--- config.mk ---
export PLATFORM = sky130hd
export DESIGN_NAME = rs232_tx_arb
export DESIGN_NICKNAME = d
export VERILOG_FILES = /design/src/rtl/rs232_pkg.sv /design/src/rtl/rr_pick.sv /design/src/rtl/rs232_tx_arb.sv
export SDC_FILE = /design/constraint.sdc
export NUM_CORES = 1
export LEC_CHECK = 0
export CAP_MARGIN = 5
export CORE_UTILIZATION = 37
export DETAILED_ROUTE_END_ITERATION = 7
export PLACE_DENSITY = 0.8
export SETUP_SLACK_MARGIN = 0.5
export SYNTH_ARGS = -nofsm -noshare
export SYNTH_HDL_FRONTEND = slang
export SYNTH_HIERARCHICAL = 1
export SYNTH_SLANG_ARGS = --single-unit
--- constraint.sdc ---
create_clock -name clock -period 1.8 [get_ports clock]
set_input_delay 0.36 -clock clock [delete_from_list [all_inputs] [get_ports clock]]
set_output_delay 0.36 -clock clock [all_outputs]
set_load 0.01 [all_outputs]
--- src/rtl/rs232_pkg.sv ---
// Shared encodings for the rs232 transmit-side arbiter: FSM states and fixed byte values.
package rs232_pkg;

    localparam logic [1:0] ST_IDLE   = 2'd0;
    localparam logic [1:0] ST_HEADER = 2'd1;
    localparam logic [1:0] ST_BODY   = 2'd2;

    localparam logic [3:0] HEADER_TAG = 4'hA;
    localparam logic [7:0] IDLE_BYTE  = 8'hFF;

endpackage

--- src/rtl/rr_pick.sv ---
// Combinational round-robin picker: first set bit of i_req at or after i_ptr, wrapping at N-1.
module rr_pick #(
    parameter int N  = 4,
    parameter int GW = $clog2(N)
) (
    input  logic [N-1:0]  i_req,
    input  logic [GW-1:0] i_ptr,
    output logic          o_found,
    output logic [GW-1:0] o_idx
);

    // Walk offsets from far to near so the nearest requester is the last one written.
    always_comb begin
        o_found = 1'b0;
        o_idx   = '0;
        for (int k = N - 1; k >= 0; k--) begin
            if (i_req[(int'(i_ptr) + k) % N]) begin
                o_found = 1'b1;
                o_idx   = GW'((int'(i_ptr) + k) % N);
            end
        end
    end

endmodule

--- src/rtl/rs232_tx_arb.sv ---
// Round-robin, packet-locked arbiter feeding rs232_send3 through one registered output stage.
// Define RS232_TX_ARB_HEADER_EN to prefix each packet with {4'hA, grantee index}.
module rs232_tx_arb
    import rs232_pkg::*;
#(
    parameter  int NUM_REQ = 4,
    localparam int GW      = $clog2(NUM_REQ)
) (
    input  logic                 clock,
    input  logic                 resetn,
    input  logic [NUM_REQ*8-1:0] req_data,
    input  logic [NUM_REQ-1:0]   req_valid,
    input  logic [NUM_REQ-1:0]   req_last,
    output logic [NUM_REQ-1:0]   req_ready,
    output logic [7:0]           out_data,
    output logic                 out_valid,
    input  logic                 out_ready,
    output logic                 busy,
    output logic [GW-1:0]        grant_id
);

    // Handshakes: a beat moves on a rising edge where valid && ready; valid never waits on ready.
    logic [1:0]    r_state;
    logic [GW-1:0] r_ptr;
    logic [GW-1:0] r_grant;
    logic [7:0]    r_out_data;
    logic          r_out_valid;

    logic          w_free;
    logic          w_found;
    logic [GW-1:0] w_idx;
    logic          w_accept;
    logic [7:0]    w_byte;
    logic          w_last;
    logic [GW-1:0] w_next_ptr;

    rr_pick #(.N(NUM_REQ), .GW(GW)) u_pick (
        .i_req   (req_valid),
        .i_ptr   (r_ptr),
        .o_found (w_found),
        .o_idx   (w_idx)
    );

    assign w_free     = !r_out_valid || out_ready;
    assign w_byte     = req_data[{r_grant, 3'b000} +: 8];
    assign w_last     = req_last[r_grant];
    assign w_accept   = (r_state == ST_BODY) && req_valid[r_grant] && w_free;
    assign w_next_ptr = (r_grant == GW'(NUM_REQ - 1)) ? '0 : r_grant + GW'(1);

    always_comb begin
        req_ready = '0;
        if (r_state == ST_BODY) begin
            req_ready[r_grant] = w_free;
        end
    end

    always_ff @(posedge clock or negedge resetn) begin
        if (!resetn) begin
            r_state     <= ST_IDLE;
            r_ptr       <= '0;
            r_grant     <= '0;
            r_out_data  <= IDLE_BYTE;
            r_out_valid <= 1'b0;
        end else begin
            // Drain first; a load in the same cycle below overrides it.
            if (out_ready) begin
                r_out_valid <= 1'b0;
            end
            case (r_state)
                ST_IDLE: begin
                    if (w_found) begin
                        r_grant <= w_idx;
`ifdef RS232_TX_ARB_HEADER_EN
                        r_state <= ST_HEADER;
`else
                        r_state <= ST_BODY;
`endif
                    end
                end
`ifdef RS232_TX_ARB_HEADER_EN
                ST_HEADER: begin
                    if (w_free) begin
                        r_out_data  <= {HEADER_TAG, 4'(r_grant)};
                        r_out_valid <= 1'b1;
                        r_state     <= ST_BODY;
                    end
                end
`endif
                ST_BODY: begin
                    if (w_accept) begin
                        r_out_data  <= w_byte;
                        r_out_valid <= 1'b1;
                        if (w_last) begin
                            r_ptr   <= w_next_ptr;
                            r_state <= ST_IDLE;
                        end
                    end
                end
                default: r_state <= ST_IDLE;
            endcase
        end
    end

    assign out_data  = r_out_data;
    assign out_valid = r_out_valid;
    assign busy      = (r_state != ST_IDLE);
    assign grant_id  = r_grant;

endmodule

# Word-level counts from Yosys, hierarchy flattened

Cells that the tools add are included.

Add/subtract/negate cells: 4
$lt $le $gt $ge: 6
Eq/ne operators: 5
Shifts and indexed selects: 1
Muxes and demuxes: 34
Bitwise operators: 4
Reductions and logical operators: 14

Operator list:

| kind                  | number |
|---|---|
| $shiftx A32 B6 Y8     | 1 |
| $mux W1               | 17 |
| $mux W2               | 8 |
| $bmux W1 S2           | 6 |
| $lt A3 B4 Y1 const B  | 3 |
| $lt A2 B3 Y1 const B  | 2 |
| $reduce_and A3 Y1     | 2 |
| $reduce_or A2 Y1      | 3 |
| $add A2 B1 Y2 const B | 2 |
| $add A2 B2 Y2 const B | 2 |
| $and A4 B4 Y4         | 1 |
| $eq A2 B2 Y1 const B  | 2 |
| $mux W4               | 1 |
| $ne A2 B2 Y1 const B  | 2 |
| $pmux W2 S2           | 1 |
| $reduce_and A2 Y1     | 2 |
| $and A1 B1 Y1 const A | 3 |
| $logic_and A1 B1 Y1   | 3 |
| $demux W1 S2          | 1 |
| $ge A2 B1 Y1 const B  | 1 |
| $logic_not A2 Y1      | 1 |
| $ne A2 B1 Y1 const B  | 1 |
| $reduce_bool A2 Y1    | 1 |
| $logic_not A1 Y1      | 1 |
| $logic_or A1 B1 Y1    | 1 |

Flip-flop bits (word level): 15
Input bits: 43
Output and inout port bits: 16
Logic and storage cells: 73

# Depth between registers and ports, before layout

Word-level depth: 12
Gate-level depth with buffers: 5
Mapped depth without buffers: 5

# By module

Netlist, hierarchy kept.

Modules (own cells, without submodules):

| module       | times used | cells an instance | area an instance (um2) | seq. area each (um2) |
|---|---|---|---|---|
| rs232_tx_arb | 1          | 59                | 899.6                  | 360.3 |
| rr_pick      | 1          | 13                | 77.6                   | 0.0 |

# Least setup slack after synthesis

No wires, ideal clock.

Kind: flip-flop to flip-flop
Start: register r_grant[0], in the netlist grant_id[0]
End: register r_ptr[0]
Library setup time: 0.125 ns
Arrival: 1.542 ns
Required time: 1.675 ns
Path slack: 0.133 ns
Cell stages (with the launch flop): 4
Buffers on the path: 0
Clock period less this slack: 1.667 ns
Cell sequence: dfrtp_1 > mux4_2 > nand4_2 > mux2_2

Word-level cells in the longest chain between the ends: 5
Elaborated cells between the ends (all ways): 10
Those cells by class: 1 x add/sub; 1 x eq/ne; 5 x mux; 3 x reduce/logical

Ends and longest elaborated chain:

| what                             | line               | RTL |
|---|---|---|
| start, declared                  | rs232_tx_arb.sv:25 | `logic [GW-1:0] r_grant;` |
| start signal, assigned           | rs232_tx_arb.sv:72 | `r_grant <= w_idx;` |
| $bmux W1 S2                      | rs232_tx_arb.sv:47 | `assign w_accept = (r_state == ST_BODY) && req_valid[r_grant] && w_free;` |
| $mux W1 (implied by the code)    | rs232_tx_arb.sv:47 |  |
| $logic_and A1 B1 Y1 (2 in a row) | rs232_tx_arb.sv:47 |  |
| $reduce_and A3 Y1 (no line)      | n/a                |  |
| end signal, assigned             | rs232_tx_arb.sv:94 | `r_ptr <= w_next_ptr;` |
| end, declared                    | rs232_tx_arb.sv:24 | `logic [GW-1:0] r_ptr;` |

Several ways; a longest one is shown, not always the timed one. The select of a mux whose other input is x is not followed.
A chain may end at the register's enable or synchronous reset.

# Worst setup path in the final report

Start: register r_grant[0], in the netlist grant_id[0]
End: register r_out_data[4], in the netlist out_data[4]

Word-level cells in the longest chain between the ends: 5
Elaborated cells between the ends (all ways): 6
Those cells by class: 1 x shift; 2 x mux; 3 x reduce/logical

Ends and longest elaborated chain:

| what                                                                      | line               | RTL |
|---|---|---|
| parallel branches: the longest is 5 deep, another holds $shiftx A32 B6 Y8 | n/a                |  |
| end signal, assigned                                                      | rs232_tx_arb.sv:91 | `r_out_data <= w_byte;` |
| end, declared                                                             | rs232_tx_arb.sv:26 | `logic [7:0] r_out_data;` |

Parallel ways; which one is timed is not known. The select of a mux whose other input is x is not followed.

==> flow_summary.ini <==
[outcome]
outcome = finished, final reports clean

[layout]
multi_input_area_um2 = 661
seqCellArea_um2 = 364
drive_above_1_share_pct = 54.7
final_cell_mix = 41 x clkdlybuf4s50_1, 17 x buf_6, 14 x buf_4
fin_util_pct = 74.5
final_common_cell = clkdlybuf4s50_1
fin_nets = 198
synthToLayoutAreaGrowth_pct = 88.9
diodes = 0
final_area_mm2 = 0.00185
fill_cells = 179

[critical_path]
critPathTopFamily = multiplexers
required_ns = 2.00
cp_max_fo = 8
path_buf_inv = 1
crit_type = flip-flop to flip-flop
critPathSlowestCell = mux4_2
worstPathCellList = buf_6 > mux4_2 > nand3_4 > mux2_4
crit_path_start_kind = flip-flop
critPathArrivalTime_ns = 1.93
max_stage_delay_ns = 0.57
reg2regPathDepth = 4
timing.critical_path.to_type = flip-flop
reg2reg_slack_ns = 0.07
regToRegStartpoint = grant_id[0]
r2r_end = out_data[4]

[floorplanning]
die_y_um = 53.4
coreArea_mm2 = 0.00248
die_area_mm2 = 0.00285
io-pin-count = 59
initial_utilization_pct = 39.4
row_count = 18
die_w_um = 53.4

[detailed_routing]
drt-total-wl_um = 2910
wl_per_cell_um = 16.2
vias = 929
drc = 0
viasPerCell = 5.16
drt_iter0_drc = 9
first_pass_iters = 4
antenna_left = 0

[cts]
numCtsBuffers = 3
ctsHoldBuffers = 0
clockBufferDepth = 2
insertion_delay_ns = 0.27
cts-htree-levels = 1
cts_tree = built
cts-root-buf = clkbuf_4
clk_pin_slew_ns = 0.09
numClockSinks = 14

[logic_synthesis]
synth-seq-cells = 14
netlist_area_um2 = 977
synthCells = 72
ys_types = 23
yosysWarnings = 6
synth_area_per_cell_um2 = 13.6
syn_nets = 119
synth-seq-area-share_pct = 36.9

[hold_path]
worstHoldPathType = primary input to async pin

[sta]
hold_viol_final = 0
fin_crit_sh_pct = 96.1
rsz0062_at_grt = true
max_freq_mhz = 578
setup_slack_ns = 0.0701
relSlewSlack_pct = 59.3
hold-worst-slack_ns = 0.467
finalSetupViolations = 0
drv_slew = 0
skew_ns = 0.00424
tightest_slew_ns = 0.609
period_needed_ns = 1.73

[grt]
grt_max_degree = 15
first_global_vias = 897
antenna_found_initial = 0
grt_overflow = 0
grt_use_total_pct = 20.3
grt_pass1_wl_um = 4040

[power]
leakage_nw = 0.798
clock_power_share_pct = 8.1
power.density_mw_per_mm2 = 1470
p_sw_mw = 0.934
finalPower_mw = 2.72
comb_power_share_pct = 65.7
p_int_mw = 1.79
ir_drop_mv = 0.977
sequentialPowerShare_pct = 26.2
switching_share_pct = 34.3

[place]
place_area_mm2 = 0.00163
dp_slack_ns = -0.285
hpwl_um = 2060
gp_congestion = 0.839
port_buffers = 58

[flow_run]
drv_cap = 0
[flip-flops by register name, indices dropped and copies added, names as in the netlist]
name       flops
grant_id       2
out_data       8
out_valid      1
r_ptr          2
r_state        1
[synth_stat cells]
cell type / number / share of area (%)
a211oi_1: 1 / 0.77
mux4_2: 9 / 21
a211oi_2: 1 / 1.3
nor2_1: 5 / 1.9
nand3_4: 1 / 1.8
clkbuf_8: 1 / 1.4
o21a_1: 1 / 0.77
mux4_1: 1 / 2.7
nor3b_1: 1 / 0.77
ha_1: 4 / 5.1
buf_6: 2 / 2.3
and3_1: 4 / 2.6
o21ai_0: 2 / 1.0
nand2b_1: 3 / 1.9
dfstp_2: 8 / 22
a21oi_1: 1 / 0.51
mux2i_1: 1 / 1.0
nand2_1: 6 / 2.3
nor2b_1: 1 / 0.64
inv_1: 2 / 0.77
nand4_2: 1 / 1.3
mux2_2: 10 / 12
dfrtp_1: 6 / 15
[metal layers]
layer  wire (um)  GRT usage [%]  vias up
li1            -              -      428
met1        1040           21.9      451
met2        1550           37.5       50
met3         321           6.03        0
met4           0           5.26        0
met5           0              0        -
[worst reg2reg max path: cells and delay by family (launching register included)]
kind	cells	cell delay, ns
buffers and inverters	1	0.12
flip-flops	1	0.43
multiplexers	2	0.90
AND/OR/NAND/NOR	1	0.21
[power by group through the flow]
stage	sequential, mW	clock, mW	combinational [mW]
3_3_place_gp	0.704	0	1.36
5_1_grt	0.733	0.240	1.92
2_1_floorplan	0.731	0	0.810
6_report	0.714	0.220	1.79
3_5_place_dp	0.715	0	1.40
4_1_cts	0.683	0.224	1.53
[worst max-delay path by stage]
stage | depth (start not counted) | start | endpoint
final | 4 | grant_id[0] | out_data[4]
after global routing | 4 | grant_id[0] | out_data[4]
after CTS | 4 | grant_id[0] | req_ready[0]
after detailed placement | 4 | out_ready | req_ready[0]
after global placement | 4 | out_ready | req_ready[3]
after floorplan | 3 | grant_id[0] | out_data[0]
[timing repair]
action | 4_1_cts | 5_1_grt
resized for setup | 72 | 30
endpoints found under the setup margin | 30 | 30
gates cloned | 0 | 0
buffers inserted | 7 | 5
pin swaps | 1 | 2
[stage by stage]
step | setup TNS, ns | std cells
after floorplan | 0 | 72
after global placement | -2.20 | 164
after detailed placement | -2.52 | 164
after CTS | 0 | 175
after global routing | 0 | 180
final | 0 | 180
[kinds of logic (layout without fill, tap and decap cells)]
logic type	count (synthesis)	in the layout	share of synthesized area, %
adders and majority gates	4	4	5.12
AOI/OAI and AO/OA	6	6	4.35
DFF	14	14	36.9
muxes	21	21	36.0
buffers and inverters	5	83	4.48
and+or+nand+nor	22	22	13.2
[final cells by class]
class	count	area share (%)
well taps	30	2.03
inverters	2	0.407
multi-input cells	53	35.8
repair buffers	77	40.1
clock buffers	4	1.97
flip-flops and latches	14	19.7
(Power assumes the default switching activity.)
